### src/rtl/arb_16_enc.sv
// arb_16_enc: 16-requester grant arbiter with a hold-time limit.
// A grant is held until the holder pulses fim, drops its request, or the hold
// counter reaches MAX_CICLOS-1. The timeout output pulses only when the counter
// limit alone caused the release. At least one idle (LIVRE) cycle always
// separates two consecutive grants.
// Optional feature macro ROUND_ROBIN_EN: rotates the search start index to one
// below the last granted index. Without it the arbiter is strict priority,
// where the highest set index wins.
module arb_16_enc #(
  parameter int unsigned MAX_CICLOS = 16
) (
  input  logic        clk,
  input  logic        rst_n,
  input  logic [15:0] req,
  input  logic        fim,
  output logic [15:0] gnt,
  output logic [3:0]  gnt_id,
  output logic        gnt_valid,
  output logic        timeout
);

  localparam logic [0:0] LIVRE     = 1'b0;
  localparam logic [0:0] CONCEDIDO = 1'b1;

  // Counter value on the last cycle a grant may be held.
  localparam logic [7:0] LIMIT = 8'(MAX_CICLOS - 1);

  logic [0:0] state;
  logic [7:0] hold_cnt;
  logic [3:0] start_idx;
  logic [3:0] winner;
  logic       any_req;
  logic       holder_req;
  logic       at_limit;
  logic       release_now;
  logic       forced;

  // Descending search from s, wrapping 0 -> 15. The loop runs from the
  // farthest offset to the nearest, so the nearest set bit is written last
  // and therefore wins.
  function automatic logic [3:0] pick(input logic [15:0] r, input logic [3:0] s);
    logic [3:0] idx;
    logic [3:0] best;
    best = s;
    for (int k = 15; k >= 0; k--) begin
      idx = s - 4'(k);
      if (r[idx]) best = idx;
    end
    return best;
  endfunction

`ifdef ROUND_ROBIN_EN
  logic [3:0] ultimo;

  // Remember the index of each new grant so the next search starts just below it.
  always_ff @(posedge clk or negedge rst_n) begin
    if (!rst_n) begin
      ultimo <= 4'd0;
    end else if (state == LIVRE && any_req) begin
      ultimo <= winner;
    end
  end

  assign start_idx = ultimo - 4'd1;
`else
  assign start_idx = 4'hF;
`endif

  // Winner selection and release decode.
  always_comb begin
    any_req     = |req;
    winner      = pick(req, start_idx);
    holder_req  = req[gnt_id];
    at_limit    = (hold_cnt == LIMIT);
    release_now = fim | ~holder_req | at_limit;
    // fim or a dropped request on the limit cycle suppresses the timeout pulse.
    forced      = at_limit & ~fim & holder_req;
  end

  // Two-state grant FSM with registered outputs and hold counter.
  always_ff @(posedge clk or negedge rst_n) begin
    if (!rst_n) begin
      state     <= LIVRE;
      gnt       <= 16'h0000;
      gnt_id    <= 4'd0;
      gnt_valid <= 1'b0;
      timeout   <= 1'b0;
      hold_cnt  <= 8'd0;
    end else if (state == LIVRE) begin
      timeout  <= 1'b0;
      hold_cnt <= 8'd0;
      if (any_req) begin
        gnt       <= 16'(1) << winner;
        gnt_id    <= winner;
        gnt_valid <= 1'b1;
        state     <= CONCEDIDO;
      end
    end else begin
      if (release_now) begin
        gnt       <= 16'h0000;
        gnt_id    <= 4'd0;
        gnt_valid <= 1'b0;
        timeout   <= forced;
        hold_cnt  <= 8'd0;
        state     <= LIVRE;
      end else begin
        timeout  <= 1'b0;
        hold_cnt <= hold_cnt + 8'd1;
      end
    end
  end

endmodule
### config.mk
export PLATFORM = sky130hd
export DESIGN_NAME = arb_16_enc
export DESIGN_NICKNAME = d
export VERILOG_FILES = /design/src/rtl/arb_16_enc.sv
export SDC_FILE = /design/constraint.sdc
export NUM_CORES = 1
export LEC_CHECK = 0
export CAP_MARGIN = 20
export CORE_ASPECT_RATIO = 1.2
export CORE_MARGIN = 4
export CORE_UTILIZATION = 30
export CTS_BUF_LIST = sky130_fd_sc_hd__clkbuf_4 sky130_fd_sc_hd__clkbuf_8
export DETAILED_ROUTE_END_ITERATION = 10
export PLACE_DENSITY = 0.51
export SETUP_SLACK_MARGIN = 0.02
export SYNTH_ARGS = -nofsm -noshare
export SYNTH_HDL_FRONTEND = slang
export SYNTH_SLANG_ARGS = --single-unit
### constraint.sdc
create_clock -name clk -period 2.45 [get_ports clk]
set_input_delay 0.3675 -clock clk [delete_from_list [all_inputs] [get_ports clk]]
set_output_delay 0.3675 -clock clk [all_outputs]
set_load 0.05 [all_outputs]
Word level (Yosys, flattened, before mapping)
Cells that the tools add are included.

Bits of input ports: 19. Output and inout bits: 22. Register bits: 31. Logic and storage cells: 54.

Eq/ne operators: 2. Bitwise gates (word level): 6. Reductions and logical operators: 3. Add/subtract/negate cells: 1. Shift-type cells: 1. Multiplexer cells: 34. Magnitude comparators: 1.

Operator list (count): $mux W4 (19); $mux W16 (3); $mux W8 (2); $reduce_or A16 Y1 (1); $shl A1 B4 Y16 const A (1); $mux W1 (9); $add A8 B1 Y8 const B (1); $eq A8 B4 Y1 const B (1); $lt A4 B5 Y1 const B (1); $bmux W1 S4 (1); $and A1 B1 Y1 (2); $ne A2 B1 Y1 const B (1); $not A1 Y1 (2); $or A1 B1 Y1 (2); $reduce_and A2 Y1 (1); $reduce_bool A2 Y1 (1).

Logic depth before layout (Yosys ltp)
Depth in word-level cells: 19. Gate-level depth with buffers: 8. Gate-level depth less buffers: 5.

Least setup slack after synthesis
Ideal clock, no wire load.

Path kind: register -> register. Start point: register gnt_id[2]. End point: register gnt_id[0]. Required time: 2.310 ns. Path slack: 0.151 ns. Stages on the path, launching flop included: 8. Setup time: 0.140 ns. Period minus slack after synthesis: 2.299 ns. Path buffers: 2. Arrival time: 2.158 ns. Cell sequence: dfrtp_1 > mux4_2 > a2bb2oi_1 > a22o_1 > buf_6 > a21oi_4 > buf_6 > o22ai_1.

Cells in the longest elaborated chain, start to end: 7.

RTL lines: start: declaration (RTL line 17) `output logic [3:0] gnt_id,`; start signal: assignment (RTL line 94) `gnt_id <= winner;`; $bmux W1 S4 (RTL line 73) `holder_req = req[gnt_id];`; $mux W1 (implied by the code) (RTL line 73); $not A1 Y1 (RTL line 75) `release_now = fim | ~holder_req | at_limit;`; $or A1 B1 Y1 (2 in a row) (RTL line 75); $ne A2 B1 Y1 (no line); $reduce_and A2 Y1 (no line).

No other way between the ends. The select of a mux whose other input is x is not followed. A chain may end at the register's enable or synchronous reset.

Worst setup path after layout
Start point: register gnt_id[3]. End point: output port gnt_id[3].

No word-level cell between the ends.

==> results.py <==
metrics = {
    "outcome": {
        "status": "finished clean",
    },
    "clock_network": {
        "clkTransAtPathRegs_ns": 0.06,
        "cts_resized": 0,
        "clockBufferDepth": 2,
        "clk_latency_ns": 0.28,
        "h-tree-depth": 2,
        "clock-sinks": 31,
        "root_buffer": "clkbuf_8",
        "cts_tree": "built",
        "cts-buffers-inserted": 5,
        "postCtsSetupBuffers": 0,
        "ctsHoldBuffers": 0,
    },
    "route": {
        "drc": 0,
        "wl_mm": 4.526,
        "routed_via_density": 5.210,
        "drtPass1Iterations": 4,
        "final_antenna_net_count": 0,
        "drtIter0Drc": 49,
        "wl_per_cell_um": 15.34,
        "vias": 1537,
    },
    "floorplan": {
        "core_area_mm2": 0.005334,
        "io_pins": 41,
        "dieWidth_um": 76.09,
        "fp.dieArea_mm2": 0.006826,
        "num_rows": 29,
        "start_util": 0.3129,
        "die_h_um": 89.71,
    },
    "grt": {
        "overflow": 0,
        "grt_pass1_wl_mm": 7.734,
        "grt_max_degree": 32,
        "grt.total_usage": 0.1391,
        "grt_util_met2": 0.2293,
        "antenna_found_initial": 0,
        "grt_pass1_vias": 1580,
        "use_met1": 0.1719,
        "met3_usage": 0.02600,
        "grt-busiest-layer": "met2",
    },
    "sta": {
        "fin_setup_tns_ns": 0,
        "rsz0062_at_grt": "false",
        "slew_violations": 0,
        "period_needed_ns": 2.165,
        "fin_crit_sh": 0.8837,
        "relSlewSlack": 0.6620,
        "max_freq_ghz": 0.4619,
        "finalClockSkew_ns": 0.005919,
        "setup_viol": 0,
        "tightest_slew_ns": 0.5055,
        "hold_viol": 0,
        "fin_ws_ns": 0.2848,
    },
    "placement": {
        "gp_congestion": 0.8332,
        "place_inst": 288,
        "pre_cts_ws_ns": 0.06287,
        "dpl.hpwl_mm": 3.570,
        "portBuffers": 40,
    },
    "synth": {
        "netlist_area_mm2": 0.001669,
        "ys_ff_latch": 31,
        "yosysSeqAreaShare": 0.4648,
        "synth.avg_cell_area_um2": 9.273,
        "ys_warn_count": 0,
        "netlist_instances": 180,
        "synth_cell_types": 42,
        "syn_nets": 200,
    },
    "finish": {
        "layout-drive-gt1-share": 0.1030,
        "diodes": 0,
        "layout_common_cells": "clkdlybuf4s50_1, dfrtp_1, nor2_1",
        "finalNonFillerCells": 295,
        "n_fill_cell": 538,
        "mostFrequentLayoutCell": "clkdlybuf4s50_1",
        "layout.nets": 253,
        "syn2layout_area_growth_pct": 38.23,
    },
    "setup_path": {
        "crit_arrival_ns": 1.80,
        "path_class": "reg -> out",
        "worstPathRequired_ns": 2.08,
        "cp_slowest_stage_delay_ns": 0.89,
        "worstSetupStartpointType": "flip-flop",
        "path_delay_family": "buffers and inverters",
        "cp-end-kind": "primary output",
        "crit_slowest_cell": "clkdlybuf4s50_1",
        "path_buf_inv": 1,
        "reg2reg_slack_ns": 0.47,
        "path_cells": "clkdlybuf4s50_1",
        "critPathMaxFanout": 9,
        "r2r_start": "gnt_id[3]",
        "r2r_cells": 6,
        "r2r_end": "gnt[5]",
    },
    "hold_path": {
        "hold_path.class": "in -> async",
    },
    "flow_run": {
        "drv_cap": 0,
    },
    "pwr": {
        "ir_drop_mv": 0.3598,
        "leakage_nw": 0.9694,
        "p_per_area_mw_per_mm2": 853.4,
    },
}
==> sequential cells by signal (all words and copies together), names as in the netlist <==
signal / count
gnt: 16
gnt_id: 4
gnt_valid: 1
hold_cnt: 8
state: 1
timeout: 1
==> metrics by stage <==
step | utilization | area, µm² | total power [W] | hold WS [ns]
after floorplan | - | 1669 | 0.001256 | 0.07191
after global placement | 0.4161 | 2220 | 0.001587 | 0.4537
after detailed placement | 0.4161 | 2220 | 0.001589 | 0.4744
after CTS | 0.4326 | 2307 | 0.001989 | 0.4889
after global routing | 0.4326 | 2307 | 0.002093 | 0.5139
final | 0.4326 | 2307 | 0.001969 | 0.4754
==> layout make-up <==
cell class / count / area (µm²) / share of cell area
multi-input combinational: 124 / 783.3 / 0.3395
clock buffer: 6 / 82.58 / 0.03579
timing repair buffer: 51 / 508.0 / 0.2202
clock inverter: 1 / 5.005 / 0.002169
inverter: 20 / 75.07 / 0.03254
sequential: 31 / 775.7 / 0.3362
tap: 62 / 77.57 / 0.03362
==> per-layer routing <==
| metal | vias to the layer above | routed length, µm |
|---|---|---|
| li1 | 745 | - |
| met1 | 738 | 1998 |
| met2 | 45 | 2208 |
| met3 | 9 | 187 |
| met4 | 0 | 130 |
| met5 | - | 0 |
==> cells by family (layout without fill, tap and decap cells) <==
group	after synthesis	in the layout	share of synthesized area
fa+ha+maj	1	1	0.007495
mux	7	7	0.05022
compound gates	37	37	0.1627
simple gates	73	73	0.2174
buf+inv	25	78	0.06596
xor+xnor	6	6	0.03149
flops	31	31	0.4648
==> synth_stat cells, drive strengths merged <==
master	count	area [µm²]
a221o	1	10.01
nand4	1	6.260
inv	20	75.07
buf	3	27.52
o211ai	1	7.510
and2b	1	7.510
mux2i	5	50.05
a211oi	1	7.510
a21boi	1	7.510
o22a	1	8.760
nand3	9	45.04
a21oi	2	21.27
o21ai	3	15.01
or2	2	12.51
ha	1	12.51
xnor2	3	26.28
and3	2	12.51
and4	1	8.760
nor3	1	5.000
o2bb2ai	1	8.760
o22ai	15	93.84
nor2	23	86.33
nand2	14	52.55
or3	4	25.02
nor4	5	31.28
nor3b	1	7.510
a221oi	2	17.52
mux4	1	22.52
a2bb2oi	2	17.52
mux2	1	11.26
or4	2	18.77
a22oi	4	30.03
o31a	2	17.52
nor2b	3	18.77
dfrtp	31	775.7
nand2b	4	25.02
xor2	3	26.28
clkbuf	2	7.510
a22o	1	8.760
==> how the worst max path moves through the flow <==
stage / start / endpoint / slack (ns) / cells after the start
CTS: gnt_id[3] / gnt_id[3] / 0.27 / 1
global route: gnt_id[3] / gnt_id[3] / 0.21 / 1
floorplan: gnt_id[2] / gnt_id[0] / 0.15 / 7
global placement: req[10] / gnt[2] / 0.04 / 6
detailed placement: req[10] / gnt_id[3] / 0.06 / 7
finish: gnt_id[3] / gnt_id[3] / 0.28 / 1
==> power breakdown <==
group	switching, W	internal, W	total [W]
clock	0.000178	0.000220	0.000398
combinational	0.000486	0.000369	0.000855
sequential	0.000129	0.000587	0.000716
total	0.000793	0.00118	0.00197
No activity file was read; power rests on OpenSTA's default activity.
